==> src/rtl/otter_pipe_pkg.sv <==
// Shared definitions for the OTTER pipeline hazard controller: stage indices,
// the forward-source encoding for "register file", and the per-stage entry
// that tracks what each in-flight instruction will write.
package otter_pipe_pkg;

    localparam int STG_F  = 0;
    localparam int STG_D  = 1;
    localparam int STG_E  = 2;
    localparam int FWD_RF = 0;

    typedef struct packed {
        logic       valid;
        logic [4:0] rd;
        logic       regwrite;
        logic       memread;
    } stage_ent_t;

    // True when entry e will write architectural register r (x0 never counts)
    function automatic logic ent_writes(input stage_ent_t e, input logic [4:0] r);
        return e.valid && e.regwrite && (e.rd == r) && (r != 5'd0);
    endfunction

endpackage

==> src/rtl/otter_fwd_prio.sv <==
// Per-operand hazard match: finds the youngest stage E..W-1 writing src.
// Latency: purely combinational.
// Backpressure: none; hazard asserts when this operand needs the decode stage held.
// With OTTER_PIPE_FWD_EN the youngest writer is selected as the forward source and only
// a load still in E raises a hazard; without it sel stays at the register file
// and any pending writer raises a hazard.
module otter_fwd_prio
    import otter_pipe_pkg::*;
#(
    parameter int NSTAGE = 5,
    parameter int FW     = $clog2(NSTAGE)
) (
    input  stage_ent_t [NSTAGE-2:STG_E] ents,
    input  logic [4:0]                  src,
    input  logic                        use_src,
    output logic [FW-1:0]               sel,
    output logic                        hazard
);

`ifdef OTTER_PIPE_FWD_EN
    logic sel_mem;

    // Scan oldest to youngest so the youngest matching stage wins
    always_comb begin
        sel     = FW'(FWD_RF);
        sel_mem = 1'b0;
        for (int s = NSTAGE - 2; s >= STG_E; s--) begin
            if (use_src && ent_writes(ents[s], src)) begin
                sel     = FW'(s);
                sel_mem = ents[s].memread;
            end
        end
    end

    // Load data is not available until after E, so a load sitting in E cannot forward
    assign hazard = (sel == FW'(STG_E)) && sel_mem;
`else
    logic hit;

    // Any pending writer of the source blocks decode until it reaches W
    always_comb begin
        hit = 1'b0;
        for (int s = STG_E; s <= NSTAGE - 2; s++) begin
            if (use_src && ent_writes(ents[s], src)) begin
                hit = 1'b1;
            end
        end
    end

    assign sel    = FW'(FWD_RF);
    assign hazard = hit;
`endif

endmodule

==> src/rtl/otter_pipe_ctrl.sv <==
// OTTER pipeline control: tracks in-flight writers, drives stall/flush/forward selects and perf counters.
// Latency: hazard/forward outputs combinational from decode inputs; stage tracking advances one stage per CLK.
// Backpressure: stall_f/stall_d hold fetch/decode on a data hazard; ex_redirect flushes and overrides stall.
// Build option: define OTTER_PIPE_FWD_EN to enable operand forwarding (default build interlocks instead).
module otter_pipe_ctrl
    import otter_pipe_pkg::*;
#(
    parameter int NSTAGE = 5,
    parameter int CNT_W  = 32
) (
    input  logic                      CLK,
    input  logic                      RST,
    input  logic                      d_valid,
    input  logic [4:0]                d_rs1,
    input  logic [4:0]                d_rs2,
    input  logic [4:0]                d_rd,
    input  logic                      d_use_rs1,
    input  logic                      d_use_rs2,
    input  logic                      d_regwrite,
    input  logic                      d_memread,
    input  logic                      ex_redirect,
    output logic                      stall_f,
    output logic                      stall_d,
    output logic                      flush_d,
    output logic                      flush_e,
    output logic [$clog2(NSTAGE)-1:0] fwd_a,
    output logic [$clog2(NSTAGE)-1:0] fwd_b,
    output logic [NSTAGE-3:0]         stage_valid,
    output logic [CNT_W-1:0]          stall_cnt,
    output logic [CNT_W-1:0]          retire_cnt
);

    localparam int FW = $clog2(NSTAGE);

    // Stages E..W-1 keep full entries (they can be forward sources); W only needs valid
    stage_ent_t [NSTAGE-2:STG_E] pipe;
    logic                        w_vld;
    stage_ent_t                  d_ent;
    logic [FW-1:0]               sel_a;
    logic [FW-1:0]               sel_b;
    logic                        haz_a;
    logic                        haz_b;
    logic                        hold;

    assign d_ent = '{valid: d_valid, rd: d_rd, regwrite: d_regwrite, memread: d_memread};

    otter_fwd_prio #(.NSTAGE(NSTAGE), .FW(FW)) u_fwd_a (
        .ents    (pipe),
        .src     (d_rs1),
        .use_src (d_use_rs1),
        .sel     (sel_a),
        .hazard  (haz_a)
    );

    otter_fwd_prio #(.NSTAGE(NSTAGE), .FW(FW)) u_fwd_b (
        .ents    (pipe),
        .src     (d_rs2),
        .use_src (d_use_rs2),
        .sel     (sel_b),
        .hazard  (haz_b)
    );

    // Hazard outputs: quiet in reset or with an empty decode slot; redirect beats stall
    always_comb begin
        hold    = !RST && d_valid && !ex_redirect && (haz_a || haz_b);
        stall_f = hold;
        stall_d = hold;
        flush_d = !RST && ex_redirect;
        flush_e = !RST && ex_redirect;
        fwd_a   = (!RST && d_valid) ? sel_a : FW'(FWD_RF);
        fwd_b   = (!RST && d_valid) ? sel_b : FW'(FWD_RF);
    end

    // Advance stage entries; E takes a bubble when decode is held or the path is redirected
    always_ff @(posedge CLK or posedge RST) begin
        if (RST) begin
            pipe  <= '0;
            w_vld <= 1'b0;
        end else begin
            pipe[STG_E] <= (hold || ex_redirect) ? stage_ent_t'('0) : d_ent;
            for (int s = STG_E + 1; s <= NSTAGE - 2; s++) begin
                pipe[s] <= pipe[s-1];
            end
            w_vld <= pipe[NSTAGE-2].valid;
        end
    end

    // Expose per-stage valid bits, stage E at bit 0
    always_comb begin
        stage_valid = '0;
        for (int s = STG_E; s <= NSTAGE - 2; s++) begin
            stage_valid[s-STG_E] = pipe[s].valid;
        end
        stage_valid[NSTAGE-3] = w_vld;
    end

    // Performance counters wrap naturally at 2^CNT_W
    always_ff @(posedge CLK or posedge RST) begin
        if (RST) begin
            stall_cnt  <= '0;
            retire_cnt <= '0;
        end else begin
            if (hold) begin
                stall_cnt <= stall_cnt + 1'b1;
            end
            if (w_vld) begin
                retire_cnt <= retire_cnt + 1'b1;
            end
        end
    end

endmodule
==> config.mk <==
export PLATFORM = sky130hd
export DESIGN_NAME = otter_pipe_ctrl
export DESIGN_NICKNAME = d
export VERILOG_FILES = /design/src/rtl/otter_pipe_pkg.sv /design/src/rtl/otter_fwd_prio.sv /design/src/rtl/otter_pipe_ctrl.sv
export SDC_FILE = /design/constraint.sdc
export NUM_CORES = 1
export LEC_CHECK = 0
export ABC_AREA = 1
export CAP_MARGIN = 20
export CORE_MARGIN = 1
export CORE_UTILIZATION = 35
export CTS_BUF_LIST = sky130_fd_sc_hd__clkbuf_16
export CTS_CLUSTER_SIZE = 28
export DETAILED_ROUTE_END_ITERATION = 10
export PLACE_DENSITY = 0.6
export SLEW_MARGIN = 15
export SYNTH_ARGS = -nofsm -noshare
export SYNTH_HDL_FRONTEND = slang
export SYNTH_SLANG_ARGS = --single-unit
==> constraint.sdc <==
create_clock -name CLK -period 2.3 [get_ports CLK]
set_input_delay 0.23 -clock CLK [delete_from_list [all_inputs] [get_ports CLK]]
set_output_delay 0.23 -clock CLK [all_outputs]
set_load 0.02 [all_outputs]
==> impl_metrics.py <==
metrics = {
    "run_status": {
        "outcome": "complete, no violations",
    },
    "sta": {
        "rsz0062_at_grt": "false",
        "fin_ws_ns": 0.216,
        "period_minus_slack_ns": 2.08,
        "hold_viol_final": 0,
        "slew_viol_final": 0,
        "max_freq_mhz": 480,
        "setup_tns_ns": 0,
        "clock_skew_ns": 0.00993,
        "hold_ws_ns": 0.277,
        "setup-violations-final": 0,
        "finalCritPeriodShare_pct": 90.6,
    },
    "finish": {
        "drive_gt1_share_pct": 4.99,
        "antenna_cells": 0,
        "fin_cells": 938,
        "final_nets": 784,
        "syn_to_final_growth_pct": 27.9,
    },
    "global_routing": {
        "grt_first_pass_wirelength_mm": 20.3,
        "grt_max_degree": 48,
        "track_usage_pct": 18.1,
        "antenna_found_initial": 0,
        "grt_pass1_vias": 4191,
        "overflow": 0,
    },
    "place": {
        "gp_congestion": 0.909,
        "portBuffers": 92,
        "pre_cts_ws_ns": -0.0469,
        "hpwl_mm": 9.05,
        "dpl.cell_count": 924,
    },
    "run": {
        "cap_violations": 0,
    },
    "die": {
        "initial_core_util_pct": 36.0,
        "boundaryPins": 100,
        "floorplan.rows": 42,
        "die_h_um": 119,
        "die_area_um2": 14100,
        "core_um2": 13200,
        "die_w_um": 119,
    },
    "synthesis": {
        "ys.flop_type": "dfrtp_1",
        "synth_cell_types": 31,
        "syn_inst": 666,
        "yosysTopAreaCell": "dfrtp_1",
        "avgSynthCellArea_um2": 7.15,
        "ys.warnings.count": 0,
        "synth_area_leaders": "dfrtp_1 (42%), nand2_1 (19%), nand3_1 (6.2%), xor2_1 (6.1%), inv_1 (6.0%)",
        "yosysSeqAreaShare_pct": 41.5,
        "syn_area_um2": 4760,
        "yosysTopAreaCellShare_pct": 41.5,
        "async_reset_ff_share_pct": 100,
        "synth-edff-count": 0,
        "synth.ff_latch_count": 79,
    },
    "route": {
        "drt-wirelength-per-cell_um": 12.9,
        "drt_first_pass_iters": 4,
        "route.vias.total": 4351,
        "drt-initial-drc-count": 335,
        "drc_errors": 0,
        "ant_nets": 0,
        "via_per_inst": 4.64,
        "drt_wl_total_mm": 12.1,
    },
    "clock_network": {
        "htreeDepth": 3,
        "clock-sinks": 79,
        "cts_root_buf": "clkbuf_16",
        "cts_setup_buffers": 0,
        "tritoncts": "built",
        "cts_buffers": 9,
        "clkLatencyLatePin_ns": 0.34,
        "clock_path_buffers": 2,
        "hold_buffers": 0,
        "clk_pin_slew_ns": 0.06,
    },
    "setup_path": {
        "cp.required_ns": 2.07,
        "cp-start-kind": "input port",
        "end_kind": "output pin",
        "crit_path_max_fanout": 3,
        "path_class": "input port to output pin",
        "arrival_ns": 1.85,
    },
    "pwr": {
        "p_leak_uw": 0.00290,
        "vdd_ir_drop_max_mv": 0.261,
        "power_density_nw_per_um2": 519,
    },
    "hold_path": {
        "min_path_type": "input port to asynchronous set/reset pin",
    },
}
cell usage after synthesis (all sizes together), types with 3 or more instances:
cell    count
nand3      60
nand3b      5
buf        18
nor2       82
xnor2      14
nor3b       3
dfrtp      79
xor2       33
inv        79
o21ai       3
nor3       21
nor4        3
nand4      12
nand2     247
state kept, by name (all words and copies together), names as in the netlist:
signal and count:
retire_cnt 32, stall_cnt 32, pipe 12, stage_valid 2
w_vld 1
metal layers:
| metal | part of all wire (%) | vias up | wire (um) | GRT usage (%) |
|---|---|---|---|---|
| li1 | - | 2231 | - | - |
| met1 | 47 | 2005 | 5690 | 23.6 |
| met2 | 47 | 105 | 5690 | 29.6 |
| met3 | 4.7 | 10 | 566 | 3.33 |
| met4 | 1.1 | 0 | 134 | 7.44 |
| met5 | 0 | - | 0 | 0 |
what timing repair did:
action,4_1_cts,5_1_grt
endpoints found under the hold margin,0,0
resized for setup,2,0
endpoints found under the setup margin,2,0
worst max-delay path: stages:
cell and delay, ns:
clkdlybuf4s50_1 0.51, inv_1 0.09, nand2_1 0.08, nand2_1 0.07
nor2_1 0.12, nand3_1 0.07, nand2_1 0.07, nand2_1 0.06
nand2_2 0.09, nand2_2 0.07, inv_1 0.07, dlygate4sd2_1 0.33
placed cells by master, fill, tap and decap left out, drive strengths merged:
cell type / Yosys / layout
dlygate4sd2: 0 / 2
clkbuf: 2 / 9
dfrtp: 79 / 79
nor4: 3 / 3
nand3: 60 / 60
clkdlybuf4s50: 0 / 90
conb: 1 / 6
inv: 79 / 79
nand4: 12 / 12
xor2: 33 / 33
buf: 18 / 5
nor3b: 3 / 3
and2: 1 / 1
clkinv: 1 / 6
nor2: 82 / 82
o21ai: 3 / 3
ha: 2 / 2
nand2: 247 / 247
nor3: 21 / 21
nand3b: 5 / 5
xnor2: 14 / 14
worst paths after layout:
check                             start             end  slack (ns)  cells past startpoint
hold reg to reg                 pipe[1]         pipe[9]        0.38                      0
max in group asynchronous           RST  retire_cnt[17]        1.48                      3
hold / removal                      RST    stall_cnt[5]        0.28                      2
min in group CLK                pipe[1]         pipe[9]        0.38                      0
setup / recovery               d_rs2[2]         stall_f        0.22                     12
setup reg to reg           stall_cnt[0]   stall_cnt[24]        0.40                     12
cell type report:
class                           instances  area [um2]
Tap cell                              176         220
Clock buffer                            9         225
Multi-Input combinational cell        492        2370
Fill cell                            1318        7150
Clock inverter                          5        18.8
Timing Repair Buffer                   97         968
Sequential cell                        79        1980
Inverter                               80         307
kinds of logic after synthesis:
group                    count (synthesis)  synth area share (%)
XOR/XNOR                                47                  8.65
other                                    1                0.0788
adder cells (fa/ha/maj)                  2                 0.526
AND/OR/NAND/NOR                        434                  39.8
flip-flops                              79                  41.5
AO/OA/AOI/OAI                            3                 0.315
buffers and inverters                  100                  9.12
power breakdown:
group	switching, uW	internal [uW]
sequential	74.4	1450
clock	531	699
combinational	223	181
stage by stage:
step / util, % / cell area (um2) / power [uW]
global route: 46.0 / 6090 / 3300
floorplan: - / 4780 / 1770
detailed placement: 44.2 / 5850 / 1950
CTS: 46.0 / 6090 / 3200
finish: 46.0 / 6090 / 3160
global placement: 44.2 / 5850 / 1950
Power figures use the tool's default switching activity.
